--- src/rtl/w_cmp_seq_if.sv ---
// Handshake/operand bundle for the sequential slice comparator w_cmp_seq.
// The master issues compares; the slave (the comparator) returns the result.
interface w_cmp_seq_if #(
  parameter int WIDTH = 16
);
  logic             start;
  logic [WIDTH-1:0] dataa;
  logic [WIDTH-1:0] datab;
  logic             iagb;
  logic             iasb;
  logic             iaeb;
  logic             qagb;
  logic             qasb;
  logic             qaeb;
  logic             busy;
  logic             done;

  modport master (
    output start, dataa, datab, iagb, iasb, iaeb,
    input  qagb, qasb, qaeb, busy, done
  );

  modport slave (
    input  start, dataa, datab, iagb, iasb, iaeb,
    output qagb, qasb, qaeb, busy, done
  );
endinterface

--- src/rtl/w_cmp_seq.sv ---
// Sequential MSB-first magnitude comparator, SLICE bits per clock, early exit,
// 74HC85-style cascade inputs. Define CMP_SIGNED_EN for two's-complement operands.
module w_cmp_seq #(
  parameter int WIDTH = 16,
  parameter int SLICE = 4
) (
  input  logic        clk,
  input  logic        rst,
  w_cmp_seq_if.slave  bus
);
  localparam int N  = WIDTH / SLICE;
  localparam int KW = (N > 1) ? $clog2(N) : 1;
  localparam logic [KW-1:0] KLAST = KW'(N - 1);

  typedef enum logic [1:0] {ST_IDLE, ST_COMPARE, ST_DONE} state_t;

  state_t           state, state_nxt;
  logic [KW-1:0]    k, k_nxt;
  logic [WIDTH-1:0] a_r, a_nxt;
  logic [WIDTH-1:0] b_r, b_nxt;
  logic [2:0]       casc_r, casc_nxt;
  logic [2:0]       q_r, q_nxt;
  logic [SLICE-1:0] slice_a, slice_b;
  logic             sign_split;
  logic             accept;
  logic [2:0]       casc_q;

  // Operands are shifted left after each equal slice, so the active slice is always on top.
  assign slice_a = a_r[WIDTH-1 -: SLICE];
  assign slice_b = b_r[WIDTH-1 -: SLICE];

`ifdef CMP_SIGNED_EN
  assign sign_split = (k == '0) && (a_r[WIDTH-1] ^ b_r[WIDTH-1]);
`else
  assign sign_split = 1'b0;
`endif

  // Cascade truth table, result packed as {gt, lt, eq}.
  always_comb begin
    casc_q = 3'b000;
    if (casc_r[0])
      casc_q = 3'b001;
    else begin
      case (casc_r[2:1])
        2'b10:   casc_q = 3'b100;
        2'b01:   casc_q = 3'b010;
        2'b11:   casc_q = 3'b000;
        default: casc_q = 3'b110;
      endcase
    end
  end

  always_comb begin
    state_nxt = state;
    k_nxt     = k;
    a_nxt     = a_r;
    b_nxt     = b_r;
    casc_nxt  = casc_r;
    q_nxt     = q_r;
    accept    = 1'b0;

    case (state)
      ST_IDLE: begin
        accept = bus.start;
      end
      ST_COMPARE: begin
        if (sign_split) begin
          q_nxt     = a_r[WIDTH-1] ? 3'b010 : 3'b100;
          state_nxt = ST_DONE;
        end else if (slice_a > slice_b) begin
          q_nxt     = 3'b100;
          state_nxt = ST_DONE;
        end else if (slice_a < slice_b) begin
          q_nxt     = 3'b010;
          state_nxt = ST_DONE;
        end else if (k == KLAST) begin
          q_nxt     = casc_q;
          state_nxt = ST_DONE;
        end else begin
          k_nxt = k + KW'(1);
          a_nxt = a_r << SLICE;
          b_nxt = b_r << SLICE;
        end
      end
      ST_DONE: begin
        accept    = bus.start;
        state_nxt = ST_IDLE;
      end
      default: state_nxt = ST_IDLE;
    endcase

    // Q is left untouched on accept so the previous result stays visible.
    if (accept) begin
      a_nxt     = bus.dataa;
      b_nxt     = bus.datab;
      casc_nxt  = {bus.iagb, bus.iasb, bus.iaeb};
      k_nxt     = '0;
      state_nxt = ST_COMPARE;
    end
  end

  always_ff @(posedge clk) begin
    if (rst) begin
      state  <= ST_IDLE;
      k      <= '0;
      a_r    <= '0;
      b_r    <= '0;
      casc_r <= '0;
      q_r    <= '0;
    end else begin
      state  <= state_nxt;
      k      <= k_nxt;
      a_r    <= a_nxt;
      b_r    <= b_nxt;
      casc_r <= casc_nxt;
      q_r    <= q_nxt;
    end
  end

  assign bus.qagb = q_r[2];
  assign bus.qasb = q_r[1];
  assign bus.qaeb = q_r[0];
  assign bus.busy = (state == ST_COMPARE);
  assign bus.done = (state == ST_DONE);
endmodule

--- src/flat_wrapper.sv ---
// flat-port wrapper written by rule: the top's interface ports become plain ports
module w_cmp_seq_flat 
#(
  parameter int WIDTH = 16,
  parameter int SLICE = 4
)
  (clk, rst, bus_start, bus_dataa, bus_datab, bus_iagb, bus_iasb, bus_iaeb, bus_qagb, bus_qasb, bus_qaeb, bus_busy, bus_done);
  w_cmp_seq_if #(.WIDTH(WIDTH)) bus_i ();
  input  logic clk;
  input  logic rst;
  input wire logic [$bits(bus_i.start)-1:0] bus_start;
  input wire logic [$bits(bus_i.dataa)-1:0] bus_dataa;
  input wire logic [$bits(bus_i.datab)-1:0] bus_datab;
  input wire logic [$bits(bus_i.iagb)-1:0] bus_iagb;
  input wire logic [$bits(bus_i.iasb)-1:0] bus_iasb;
  input wire logic [$bits(bus_i.iaeb)-1:0] bus_iaeb;
  output wire logic [$bits(bus_i.qagb)-1:0] bus_qagb;
  output wire logic [$bits(bus_i.qasb)-1:0] bus_qasb;
  output wire logic [$bits(bus_i.qaeb)-1:0] bus_qaeb;
  output wire logic [$bits(bus_i.busy)-1:0] bus_busy;
  output wire logic [$bits(bus_i.done)-1:0] bus_done;
  assign bus_i.start = bus_start;
  assign bus_i.dataa = bus_dataa;
  assign bus_i.datab = bus_datab;
  assign bus_i.iagb = bus_iagb;
  assign bus_i.iasb = bus_iasb;
  assign bus_i.iaeb = bus_iaeb;
  assign bus_qagb = bus_i.qagb;
  assign bus_qasb = bus_i.qasb;
  assign bus_qaeb = bus_i.qaeb;
  assign bus_busy = bus_i.busy;
  assign bus_done = bus_i.done;
  w_cmp_seq #(.WIDTH(WIDTH), .SLICE(SLICE)) u_core (.clk(clk), .rst(rst), .bus(bus_i));
endmodule
--- config.mk ---
export PLATFORM = sky130hd
export DESIGN_NAME = w_cmp_seq_flat
export DESIGN_NICKNAME = d
export VERILOG_FILES = /design/src/rtl/w_cmp_seq_if.sv /design/src/rtl/w_cmp_seq.sv /design/src/flat_wrapper.sv
export SDC_FILE = /design/constraint.sdc
export NUM_CORES = 1
export LEC_CHECK = 0
export ABC_AREA = 1
export CORE_ASPECT_RATIO = 1.5
export CORE_MARGIN = 2
export CORE_UTILIZATION = 35
export CTS_CLUSTER_SIZE = 24
export DETAILED_ROUTE_END_ITERATION = 6
export PLACE_DENSITY = 0.67
export SETUP_SLACK_MARGIN = 0.15
export SYNTH_ARGS = -nofsm -noshare
export SYNTH_HDL_FRONTEND = slang
export SYNTH_SLANG_ARGS = --single-unit
--- constraint.sdc ---
create_clock -name clk -period 1.8 [get_ports clk]
set_input_delay 0.54 -clock clk [delete_from_list [all_inputs] [get_ports clk]]
set_output_delay 0.54 -clock clk [all_outputs]
set_load 0.01 [all_outputs]
==> metrics.md <==
| Metric | Value |
|---|---|
| Final hold violation count | `0` |
| # rows | `33` |
| Status | `finished clean` |
| Placed inst area | `approximately 2600 sq um` |
| Dpl hpwl | `3060 um` |
| Peak supply drop | `0.000422 V` |
| Vias in the first global route | `between 1500 and 2000` |
| Syn Inst Count | `roughly 300` |
| Die area | `6420 sq um` |
| Initial antenna violation count | `0` |
| Worst Path Max Fanout | `5` |
| Dominant cells by area after synthesis | `dfxtp_1 (42%), nand2_1 (22%), a21oi_1 (9.6%), nand3_1 (8.9%), ha_1 (3.1%)` |
| Routed met3 length | `between 150 and 200 um` |
| Filler cell count | `571` |
| Max Clock Skew | `6.55 ps` |
| Wl on met1 | `2050 um` |
| # setup viols final | `0` |
| Clock Pin Slew Worst Setup and Hold Paths | `80 ps` |
| Synth Flop Type | `dfxtp_1` |
| Die X | `66.1 um` |
| Routed vias | `roughly 2000` |
| Async set-reset flop share out of synthesis | `0%` |
| Synth Warn # | `0` |
| Critical Path End Type | `register` |
| Hold Crit Class | `register to register` |
| Fin worst setup slack | `approximately 220 ps` |
| Max H-tree Level | `2` |
| Arr. time, crit path | `1760 ps` |
| Area leader, netlist | `dfxtp_1` |
| Core ar. | `5530 sq um` |
| Fmax achieved | `0.634 GHz` |
| Hold_ws | `~470 ps` |
| Max-cap violations | `0` |
| Metal2 WL | `2490 um` |
| Total CTS buffers | `5` |
| Die H | `97.1 um` |
| Max Used Layer | `met4` |
| Syn nets | `341` |
| Synthesized flop and latch total | `42` |
| Final Critical Period | `1580 ps` |
| CTS tree | `yes` |
| Most instantiated cells after synthesis | `nand2_1 (118), dfxtp_1 (42), a21oi_1 (39), nand3_1 (36), nor2_1 (12)` |
| Unrepaired setup endpoints after global routing | `yes` |
| Leak | `1.22 nW` |
| Final ANT Viol Nets | `0` |
| Seq/Total Area, Yosys | `41.6%` |
| Cell Pwr Density | `between 800 and 900 nW/um^2` |
| Routed vias/inst | `between 4 and 5` |
| Dpl cells | `403` |
| TritonCTS Sinks | `42` |
| Setup tns final | `0 ps` |
| Slew Viols, Final | `0` |
| Count of different cell masters after synthesis | `23` |
| # diodes | `0` |
| Avg Inst Size Synth | `6.79 sq um` |
| Startpoint types | `register` |
| Gp weighted congestion | `0.790` |
| Root buf cell | `clkbuf_8` |
| Pin count of the biggest net entering global routing | `32` |
| Non-Filler Instances | `423` |
| Routed WL per cell | `11.3 um` |
| Total GRT Usage | `15.5%` |
| Initial Util | `36.6%` |
| Hold_buf cts | `0` |
| Final #Nets | `395` |
| Share of the synthesized area in the top cell type | `41.6%` |
| Most frequent cell after synthesis | `nand2_1` |
| I/O pin cnt | `43` |
| Worst-margin pin slew | `262 ps` |
| Pre-CTS setup slack | `-60.7 ps` |
| Initial drt markers | `62` |
| Area added between synthesis and finish | `42.3%` |
| Crit path kind | `register to register` |
| Clk buf depth | `2` |
| Design area | `2880 sq um` |
| Max_slew headroom | `82.5%` |
| Remaining DRCs | `0` |
| First-pass iteration count of the detailed router | `4` |
| Total grt overflow | `0` |
| Layout cells sized above 1 | `between 15 and 20%` |
| Syn Std Cell Area | `around 2000 sq um` |
| Required @ worst endpoint | `1980 ps` |
| Total Wirelength | `4780 um` |
| Port-buffer cells | `42` |
| EDFF count, synth | `0` |
| Clock Latency Late Sink | `290 ps` |
| Period utilisation layout | `between 80 and 90%` |
| First-pass GRT wire length | `7960 um` |
## sequential cells by signal, indices dropped and copies added, names as in the netlist
register	count
u_core.a_r	16
u_core.b_r	16
u_core.casc_r	3
u_core.k	2
u_core.q_r	3
u_core.state	2
## routing by layer
metal / up-vias / global-route usage [%]
li1: 1075 / -
met1: 909 / 19.8
met3: 4 / 2.43
met4: 0 / 6.12
met2: 39 / 25.5
met5: - / 0
## what timing repair did
action                                  4_1_cts  5_1_grt
pin swaps                                     5       10
gates cloned                                  2        1
buffers inserted                              6        3
gates resized for setup                      10       25
endpoints found under the setup margin       32       36
## worst max-delay path: stages, from the launching register on
cell and delay, ps:
dfxtp_2 340, inv_2 50, ha_4 260, nand2_2 70, inv_2 60, nand2_2 60
nand2_4 90, nand3_4 110, buf_6 160, buf_4 140, nand3_1 70, a21oi_1 60
## path summary, 6_finish.rpt
check / start / end / slack [ps] / cells past startpoint
worst min register to register: u_core.k[1]$_SDFFE_PP0P_ / u_core.k[1]$_SDFFE_PP0P_ / 470 / 2
worst max-delay path: u_core.b_r[15]$_SDFFE_PP0P_ / u_core.a_r[1]$_SDFFE_PP0P_ / 220 / 11
worst max register to register: u_core.b_r[15]$_SDFFE_PP0P_ / u_core.a_r[1]$_SDFFE_PP0P_ / 220 / 11
worst min-delay path: u_core.k[1]$_SDFFE_PP0P_ / u_core.k[1]$_SDFFE_PP0P_ / 470 / 2
## power breakdown
part	leakage (nW)	total [mW]	internal, mW	switching (mW)
Sequential	0.345	1.05	1.01	0.0416
Combinational	0.819	0.787	0.370	0.417
Clock	0.0579	0.738	0.408	0.330
Total	1.22	2.57	1.79	0.788
## kinds of logic (layout without fill, tap and decap cells)
kind of cell / Yosys count / after routing / synth area share (%)
AO/OA/AOI/OAI: 43 / 43 / 10.6
adder cells (fa/ha/maj): 5 / 5 / 3.09
buffers and inverters: 31 / 84 / 7.17
flip-flops: 42 / 42 / 41.6
AND/OR/NAND/NOR: 177 / 179 / 37.5
## metrics by stage
stage / power, mW / utilization (%)
5_1_grt: 2.73 / 52.0
4_1_cts: 2.53 / 50.2
3_3_place_gp: 1.70 / 46.2
6_report: 2.57 / 52.0
3_5_place_dp: 1.71 / 46.2
2_1_floorplan: 1.49 / -
## placed cells by master (no fill, tap or decap), types with 3 or more instances in the layout
master	n
a21oi_1	35
a21oi_2	4
buf_12	3
buf_4	12
buf_6	5
clkbuf_8	5
clkdlybuf4s50_1	37
dfxtp_1	37
dfxtp_2	5
dlygate4sd2_1	4
ha_1	3
inv_1	9
inv_2	3
nand2_1	116
nand2_2	3
nand3_1	35
nor2_1	12
o21ai_0	4
## cell type report
cell class              count  area (sq um)  share of cell area (%)
flip-flops and latches     42           847                    29.4
multi-input cells         227          1140                    39.5
clock buffers               5          68.8                    2.39
inverters                  13          53.8                    1.87
well taps                  70          87.6                    3.04
clock inverters             3          40.0                    1.39
repair buffers             63           644                    22.4
Note: power is estimated with default switching activity, not from simulation.
